[config.mk]
export PLATFORM = sky130hd
export DESIGN_NAME = jtag_cmd_sequencer_flat
export DESIGN_NICKNAME = d
export VERILOG_FILES = /design/src/rtl/jtag_cmd_sequencer_if.sv /design/src/rtl/jtag_cmd_sequencer.sv /design/src/flat_wrapper.sv
export SDC_FILE = /design/constraint.sdc
export NUM_CORES = 1
export LEC_CHECK = 0
export CAP_MARGIN = 15
export CELL_PAD_IN_SITES_DETAIL_PLACEMENT = 1
export CELL_PAD_IN_SITES_GLOBAL_PLACEMENT = 2
export CORE_MARGIN = 8
export CORE_UTILIZATION = 36
export CTS_CLUSTER_SIZE = 25
export DETAILED_ROUTE_END_ITERATION = 8
export GPL_TIMING_DRIVEN = 0
export PLACE_DENSITY_LB_ADDON = 0.15
export SLEW_MARGIN = 25
export SYNTH_ARGS = -nofsm -noshare
export SYNTH_HDL_FRONTEND = slang
export SYNTH_SLANG_ARGS = --single-unit
export TNS_END_PERCENT = 50
[constraint.sdc]
create_clock -name clk -period 2.95 [get_ports clk]
set_input_delay 0.295 -clock clk [delete_from_list [all_inputs] [get_ports clk]]
set_output_delay 0.295 -clock clk [all_outputs]
set_load 0.05 [all_outputs]
[src/rtl/jtag_cmd_sequencer_if.sv]
// Command/response valid-ready bundle between a host and the JTAG sequencer.
// The host drives the master modport; the sequencer uses the slave modport.
interface jtag_cmd_sequencer_if;
  logic        cmd_valid;
  logic        cmd_ready;
  logic [1:0]  cmd_op;
  logic [5:0]  cmd_len;
  logic [31:0] cmd_data;
  logic        rsp_valid;
  logic        rsp_ready;
  logic [31:0] rsp_data;

  modport master (
    output cmd_valid, cmd_op, cmd_len, cmd_data, rsp_ready,
    input  cmd_ready, rsp_valid, rsp_data
  );

  modport slave (
    input  cmd_valid, cmd_op, cmd_len, cmd_data, rsp_ready,
    output cmd_ready, rsp_valid, rsp_data
  );
endinterface

[src/rtl/jtag_cmd_sequencer.sv]
// JTAG master: one command per handshake, bits shifted at clk/(2*TCK_DIV), tdo captured on tck rise.
// Scan results wait in RESP until consumed; commands are refused while busy or a response is pending.
module jtag_cmd_sequencer #(
  parameter int TCK_DIV = 4
) (
  input  logic                 clk,
  input  logic                 rst_n,
  jtag_cmd_sequencer_if.slave  bus,
  output logic                 busy,
  output logic                 tck,
  output logic                 tms,
  output logic                 tdi,
  input  logic                 tdo
);
  localparam int CW = (TCK_DIV > 1) ? $clog2(TCK_DIV) : 1;
  localparam logic [CW-1:0] CNT_LOAD = CW'(TCK_DIV - 1);

  typedef enum logic [1:0] {S_IDLE, S_LOW, S_HIGH, S_RESP} state_t;

  state_t        state_q, state_d;
  logic [1:0]    op_q, op_d;
  logic [5:0]    len_q, len_d;
  logic [31:0]   data_q, data_d;
  logic [31:0]   cap_q, cap_d;
  logic [31:0]   rsp_data_q, rsp_data_d;
  logic [4:0]    bit_q, bit_d;
  logic [CW-1:0] cnt_q, cnt_d;
  logic          tck_q, tck_d;
  logic          tms_q, tms_d;
  logic          tdi_q, tdi_d;
  logic          rsp_valid_q, rsp_valid_d;
  logic [5:0]    acc_len;
  logic          last_bit;
  logic          finish;

  // Returns {tms, tdi} for bit idx of a command.
  function automatic logic [1:0] bit_drive(input logic [1:0] op, input logic [5:0] len,
                                           input logic [31:0] data, input logic [4:0] idx);
    logic last;
    last = ({1'b0, idx} == (len - 6'd1));
    case (op)
      2'd0:    bit_drive = {(idx < 5'd5), 1'b0};
      2'd1:    bit_drive = {data[idx], 1'b0};
      2'd2:    bit_drive = {1'b0, data[idx]};
      default: bit_drive = {last, data[idx]};
    endcase
  endfunction

  assign acc_len  = (bus.cmd_op == 2'd0) ? 6'd6 :
                    ((bus.cmd_len > 6'd32) ? 6'd32 : bus.cmd_len);
  assign last_bit = ({1'b0, bit_q} == (len_q - 6'd1));

  always_comb begin
    state_d     = state_q;
    op_d        = op_q;
    len_d       = len_q;
    data_d      = data_q;
    cap_d       = cap_q;
    rsp_data_d  = rsp_data_q;
    bit_d       = bit_q;
    cnt_d       = cnt_q;
    tck_d       = tck_q;
    tms_d       = tms_q;
    tdi_d       = tdi_q;
    rsp_valid_d = rsp_valid_q;
    finish      = 1'b0;

    case (state_q)
      S_IDLE: begin
        if (bus.cmd_valid) begin
          op_d    = bus.cmd_op;
          len_d   = acc_len;
          data_d  = bus.cmd_data;
          cap_d   = '0;
          bit_d   = '0;
          cnt_d   = CNT_LOAD;
          tck_d   = 1'b0;
          state_d = S_LOW;
          if (acc_len != 6'd0) begin
            {tms_d, tdi_d} = bit_drive(bus.cmd_op, acc_len, bus.cmd_data, 5'd0);
          end else begin
            {tms_d, tdi_d} = 2'b00;
          end
        end
      end
      S_LOW: begin
        // A zero-length command spends one cycle here and completes with no pulses.
        if (len_q == 6'd0) begin
          finish = 1'b1;
        end else if (cnt_q == '0) begin
          tck_d        = 1'b1;
          cap_d[bit_q] = tdo;
          cnt_d        = CNT_LOAD;
          state_d      = S_HIGH;
        end else begin
          cnt_d = cnt_q - CW'(1);
        end
      end
      S_HIGH: begin
        if (cnt_q == '0) begin
          tck_d = 1'b0;
          cnt_d = CNT_LOAD;
          if (last_bit) begin
            finish = 1'b1;
          end else begin
            bit_d          = bit_q + 5'd1;
            {tms_d, tdi_d} = bit_drive(op_q, len_q, data_q, bit_q + 5'd1);
            state_d        = S_LOW;
          end
        end else begin
          cnt_d = cnt_q - CW'(1);
        end
      end
      S_RESP: begin
        if (bus.rsp_ready) begin
          rsp_valid_d = 1'b0;
          state_d     = S_IDLE;
        end
      end
      default: state_d = S_IDLE;
    endcase

    if (finish) begin
      tck_d = 1'b0;
      tms_d = 1'b0;
      tdi_d = 1'b0;
      if (op_q[1]) begin
        rsp_valid_d = 1'b1;
        rsp_data_d  = cap_q;
        state_d     = S_RESP;
      end else begin
        state_d = S_IDLE;
      end
    end
  end

  always_ff @(posedge clk or negedge rst_n) begin
    if (!rst_n) begin
      state_q     <= S_IDLE;
      op_q        <= '0;
      len_q       <= '0;
      data_q      <= '0;
      cap_q       <= '0;
      rsp_data_q  <= '0;
      bit_q       <= '0;
      cnt_q       <= '0;
      tck_q       <= 1'b0;
      tms_q       <= 1'b0;
      tdi_q       <= 1'b0;
      rsp_valid_q <= 1'b0;
    end else begin
      state_q     <= state_d;
      op_q        <= op_d;
      len_q       <= len_d;
      data_q      <= data_d;
      cap_q       <= cap_d;
      rsp_data_q  <= rsp_data_d;
      bit_q       <= bit_d;
      cnt_q       <= cnt_d;
      tck_q       <= tck_d;
      tms_q       <= tms_d;
      tdi_q       <= tdi_d;
      rsp_valid_q <= rsp_valid_d;
    end
  end

  assign bus.cmd_ready = (state_q == S_IDLE);
  assign bus.rsp_valid = rsp_valid_q;
  assign bus.rsp_data  = rsp_data_q;
  assign busy          = (state_q != S_IDLE);
  assign tck           = tck_q;
  assign tms           = tms_q;
  assign tdi           = tdi_q;
endmodule
[src/flat_wrapper.sv]
// flat-port wrapper written by rule: the top's interface ports become plain ports
module jtag_cmd_sequencer_flat 
#(
  parameter int TCK_DIV = 4
)
  (clk, rst_n, busy, tck, tms, tdi, tdo, bus_cmd_valid, bus_cmd_op, bus_cmd_len, bus_cmd_data, bus_rsp_ready, bus_cmd_ready, bus_rsp_valid, bus_rsp_data);
  jtag_cmd_sequencer_if bus_i ();
  input  logic clk;
  input  logic rst_n;
  output logic busy;
  output logic tck;
  output logic tms;
  output logic tdi;
  input  logic tdo;
  input wire logic [$bits(bus_i.cmd_valid)-1:0] bus_cmd_valid;
  input wire logic [$bits(bus_i.cmd_op)-1:0] bus_cmd_op;
  input wire logic [$bits(bus_i.cmd_len)-1:0] bus_cmd_len;
  input wire logic [$bits(bus_i.cmd_data)-1:0] bus_cmd_data;
  input wire logic [$bits(bus_i.rsp_ready)-1:0] bus_rsp_ready;
  output wire logic [$bits(bus_i.cmd_ready)-1:0] bus_cmd_ready;
  output wire logic [$bits(bus_i.rsp_valid)-1:0] bus_rsp_valid;
  output wire logic [$bits(bus_i.rsp_data)-1:0] bus_rsp_data;
  assign bus_i.cmd_valid = bus_cmd_valid;
  assign bus_i.cmd_op = bus_cmd_op;
  assign bus_i.cmd_len = bus_cmd_len;
  assign bus_i.cmd_data = bus_cmd_data;
  assign bus_i.rsp_ready = bus_rsp_ready;
  assign bus_cmd_ready = bus_i.cmd_ready;
  assign bus_rsp_valid = bus_i.rsp_valid;
  assign bus_rsp_data = bus_i.rsp_data;
  jtag_cmd_sequencer #(.TCK_DIV(TCK_DIV)) u_core (.clk(clk), .rst_n(rst_n), .bus(bus_i), .busy(busy), .tck(tck), .tms(tms), .tdi(tdi), .tdo(tdo));
endmodule
==> impl_results.md <==
* Outcome: completed
* CTS sink count at 117
* Worst slew pin tran at 0.7889 ns
* Initial antenna violation count at 0
* Placed cell area at a little over 7000 um2
* Min Tclk post-route at between 2 and 3 ns
* Leakage at 3.606 nW
* Synth warn at 0
* GRT overflow at 0
* CP arrival at ~3 ns
* Reg-to-reg critical path endpoint: u_core.bus.rsp_data[24]
* Crit path capture type: register
* Pint at 4.596 mW
* CP startpoint: u_core.len_q[0]
* Crit start category: register
* Wire per inst at 18.12 um
* Largest net degree at the start of global routing at 86
* R2R Setup Slk at between 0.2 and 0.25 ns
* Post-synthesis cell area at ~6000 um2
* Met1 WL at ~6.8 mm
* Req. time, crit path at 3.25 ns
* CTS tree: built
* Site Rows at between 40 and 50
* Total track usage at 0.1605
* Initial Util at 0.3627
* R2R depth at 10
* Vias in the first global route at between 4000 and 5000
* Final worst-path cycle share at 0.9307
* Sequential fraction of the synthesis area at 0.4938
* Initial detailed-routing violation count at roughly 140
* Worst Path Class, Setup: register to register
* Register bit total from synthesis at roughly 120
* Cell area after layout at a little under 8000 um2
* Synth Net Count at about 570
* Layout area overhead at 30.09%
* Setup violations, final at 0
* Hold Violations, Final at 0
* Maximum VDD drop at about 0.47 mV
* Cells after Synth at 517
* Max Cap Viol at 0
* Drt pass-1 iters at 4
* Worst Skew at ~0.006 ns
* Post-DP HPWL at between 10 and 15 mm
* Metal3 WL at 557 um
* Drc violations at 0
* Highest net fanout along the worst path at 10
* Clk pwr share at 0.291
* Worst hold-check path type: primary input to async pin
* Sw Ratio at 0.3658
* H-tree depth at 4
* Clk_lat worst skew at about 0.42 ns
* Vias per inst at about 5
* Num CTS Buffers at 17
* WHS at 0.3262 ns
* Critical Path End: u_core.bus.rsp_data[24]
* Total die area at approximately 21000 um2
* Met2 WL at 7.883 mm
* Ratio of cells with drive above 1 in the final layout at 0.1937
* Syn Area/Cell at 11.47 um2
* Reg-to-reg startpoint: u_core.len_q[0]
* Vias at around 4300
* Reg power frac at 0.322
* Chip width at approximately 140 um
* Synth cell types at 44
* Max Buffers Root-to-Sink at 2
* Top sig layer: met4
* Comb pwr share at 0.387
* Final WL at ~15 mm
* Clock transition at the registers of the reported paths at around 0.05 ns
* ANT nets after route at 0
* RSZ-0062 raised after global routing: no
* Die H at around 140 um
* Power Density at around 940 nW/um2
* Max Fclk at 364.2 MHz
* Clock root cell: clkbuf_16
* Final #Nets at about 680
* Core Region at around 16000 um2
* I/O Pins at just over 80
* Port buffer count at 82
* Slew headroom at 0.4723
* Global-route wire length before repair at roughly 26 mm
* Switching power at 2.650 mW
* Antenna diodes at 0
* Routability congestion estimate at ~0.8
* Max Slew Vio Count at 0
==> how the worst min path moves through the flow <==
stage,startpoint,end,slack [ns],depth (start not counted)
finish,rst_n,u_core.bus.rsp_data[9],0.33,2
global route,rst_n,u_core.bus.rsp_data[9],0.35,2
CTS,rst_n,u_core.bus.rsp_data[9],0.32,2
detailed placement,rst_n,u_core.bus.rsp_data[9],0.17,1
global placement,u_core.bus.rsp_valid,u_core.bus.rsp_valid,0.46,2
floorplan,rst_n,u_core.bit_q[0],-0.0006,0
==> final cells by class <==
class | instances | area (um2)
plain buffers | 29 | 138.9
clock buffers | 22 | 474.2
clock inverters | 9 | 126.4
fillers | 1780 | 8635
inverters | 15 | 60.06
multi-input cells | 356 | 2825
flip-flops and latches | 117 | 2928
well taps | 220 | 275.3
repair buffers | 87 | 885.9
==> worst max-delay path, stage by stage (launching register included) <==
cell	delay, ns
dfrtp_1	0.51
inv_1	0.08
ha_1	0.25
xnor2_1	0.29
xor2_1	0.22
nand3_1	0.22
o31ai_4	0.22
buf_4	0.19
nand2_4	0.13
buf_6	0.21
mux2_4	0.30
==> registers in the layout, indices dropped and copies added, names as in the netlist, 2 cells and up <==
| signal | cells |
|---|---|
| u_core.bus.rsp_data | 32 |
| u_core.len_q | 6 |
| u_core.cap_q | 32 |
| u_core.cnt_q | 2 |
| u_core.state_q | 2 |
| u_core.data_q | 32 |
| u_core.bit_q | 5 |
| u_core.op_q | 2 |
==> layout by cell type (no fill, tap or decap), types with 2 or more instances in the layout <==
cell type,count
dfrtp_1,117
clkdlybuf4s50_1,81
nand2_1,75
mux2i_1,52
o21ai_0,50
mux2_2,40
mux2_4,27
nand3_1,19
clkbuf_1,18
clkbuf_16,17
inv_1,14
xor2_1,10
nor2_1,10
ha_1,10
nor3_1,8
nor2b_1,7
and3_1,6
buf_1,6
xnor2_1,5
a21oi_1,4
mux4_2,4
clkinv_2,4
buf_6,3
nand4_1,3
bufinv_16,3
clkbuf_8,3
buf_4,3
clkbuf_2,2
o31ai_4,2
clkinvlp_4,2
a221oi_1,2
a31oi_1,2
==> routing by layer <==
metal | global-route usage | up-vias
met5 | 0 | -
met4 | 0.06079 | 0
met3 | 0.03500 | 18
met2 | 0.2739 | 74
met1 | 0.1942 | 2161
li1 | - | 2025
==> power groups by stage <==
stage               logic, mW  registers, mW  clock network [mW]
CTS                      2.81           2.34                2.16
detailed placement       2.78           2.36                   0
floorplan                1.84           2.42                   0
global route             3.08           2.39                2.23
global placement         2.68           2.33                   0
finish                   2.80           2.33                2.11
==> repair_timing <==
action / CTS / global route
hold buffers: 1 / 0
pin swaps: 0 / 1
gates cloned: 0 / 0
endpoints found under the hold margin: 32 / 0
resized for setup: 2 / 7
buffers inserted: 0 / 3
setup endpoints to repair: 45 / 59
==> cell families (layout without fill, tap and decap cells) <==
logic type | after synthesis | in the layout | synth area share
compound gates | 69 | 69 | 0.07196
xor+xnor | 16 | 16 | 0.02595
fa+ha+maj | 10 | 10 | 0.02110
buf+inv | 44 | 162 | 0.03207
flops | 117 | 117 | 0.4938
mux | 123 | 123 | 0.2473
simple gates | 138 | 138 | 0.1078
==> through the flow <==
stage | instances | utilization | setup WS, ns | TNS (ns) | power (mW)
6_report | 855 | 0.4718 | 0.2046 | 0 | 7.246
5_1_grt | 855 | 0.4718 | 0.05775 | 0 | 7.706
4_1_cts | 852 | 0.4695 | 0.02699 | 0 | 7.309
3_5_place_dp | 820 | 0.4317 | -0.04304 | -0.1946 | 5.137
3_3_place_gp | 819 | 0.4297 | -3.130 | -364.62 | 5.018
2_1_floorplan | 517 | - | 0.4960 | 0 | 4.268
==> cell usage after synthesis <==
cell / count / area share
buf_1: 6 / 0.0038
a21oi_1: 4 / 0.0034
buf_2: 2 / 0.0017
a31oi_1: 2 / 0.0021
o21ai_0: 50 / 0.042
o31ai_4: 2 / 0.0072
xnor3_1: 1 / 0.0038
nand2_4: 1 / 0.0019
nor2b_1: 7 / 0.0074
o31ai_1: 1 / 0.0013
or4_1: 1 / 0.0013
mux2_4: 27 / 0.068
clkbuf_1: 18 / 0.011
o32a_1: 1 / 0.0017
nand2_1: 76 / 0.048
nand3_2: 1 / 0.0017
and3_1: 6 / 0.0063
dfrtp_1: 117 / 0.49
nand3_1: 19 / 0.016
and3b_1: 1 / 0.0015
xnor2_1: 5 / 0.0074
a2bb2oi_1: 1 / 0.0015
nand2b_1: 1 / 0.0011
a221oi_2: 1 / 0.0025
nor3b_1: 1 / 0.0013
a221oi_1: 2 / 0.0030
nand3b_1: 1 / 0.0013
nand4_1: 3 / 0.0032
ha_1: 10 / 0.021
or3_4: 1 / 0.0019
nor2_1: 10 / 0.0063
nor3_1: 8 / 0.0068
mux2i_1: 52 / 0.088
inv_1: 15 / 0.0095
xor2_1: 10 / 0.015
a21boi_0: 1 / 0.0013
o211ai_1: 1 / 0.0013
o221ai_1: 1 / 0.0015
mux2_2: 40 / 0.076
a41o_1: 1 / 0.0017
or4_4: 1 / 0.0019
o311ai_0: 1 / 0.0015
buf_6: 3 / 0.0057
mux4_2: 4 / 0.015
No activity file was read; power rests on OpenSTA's default activity.
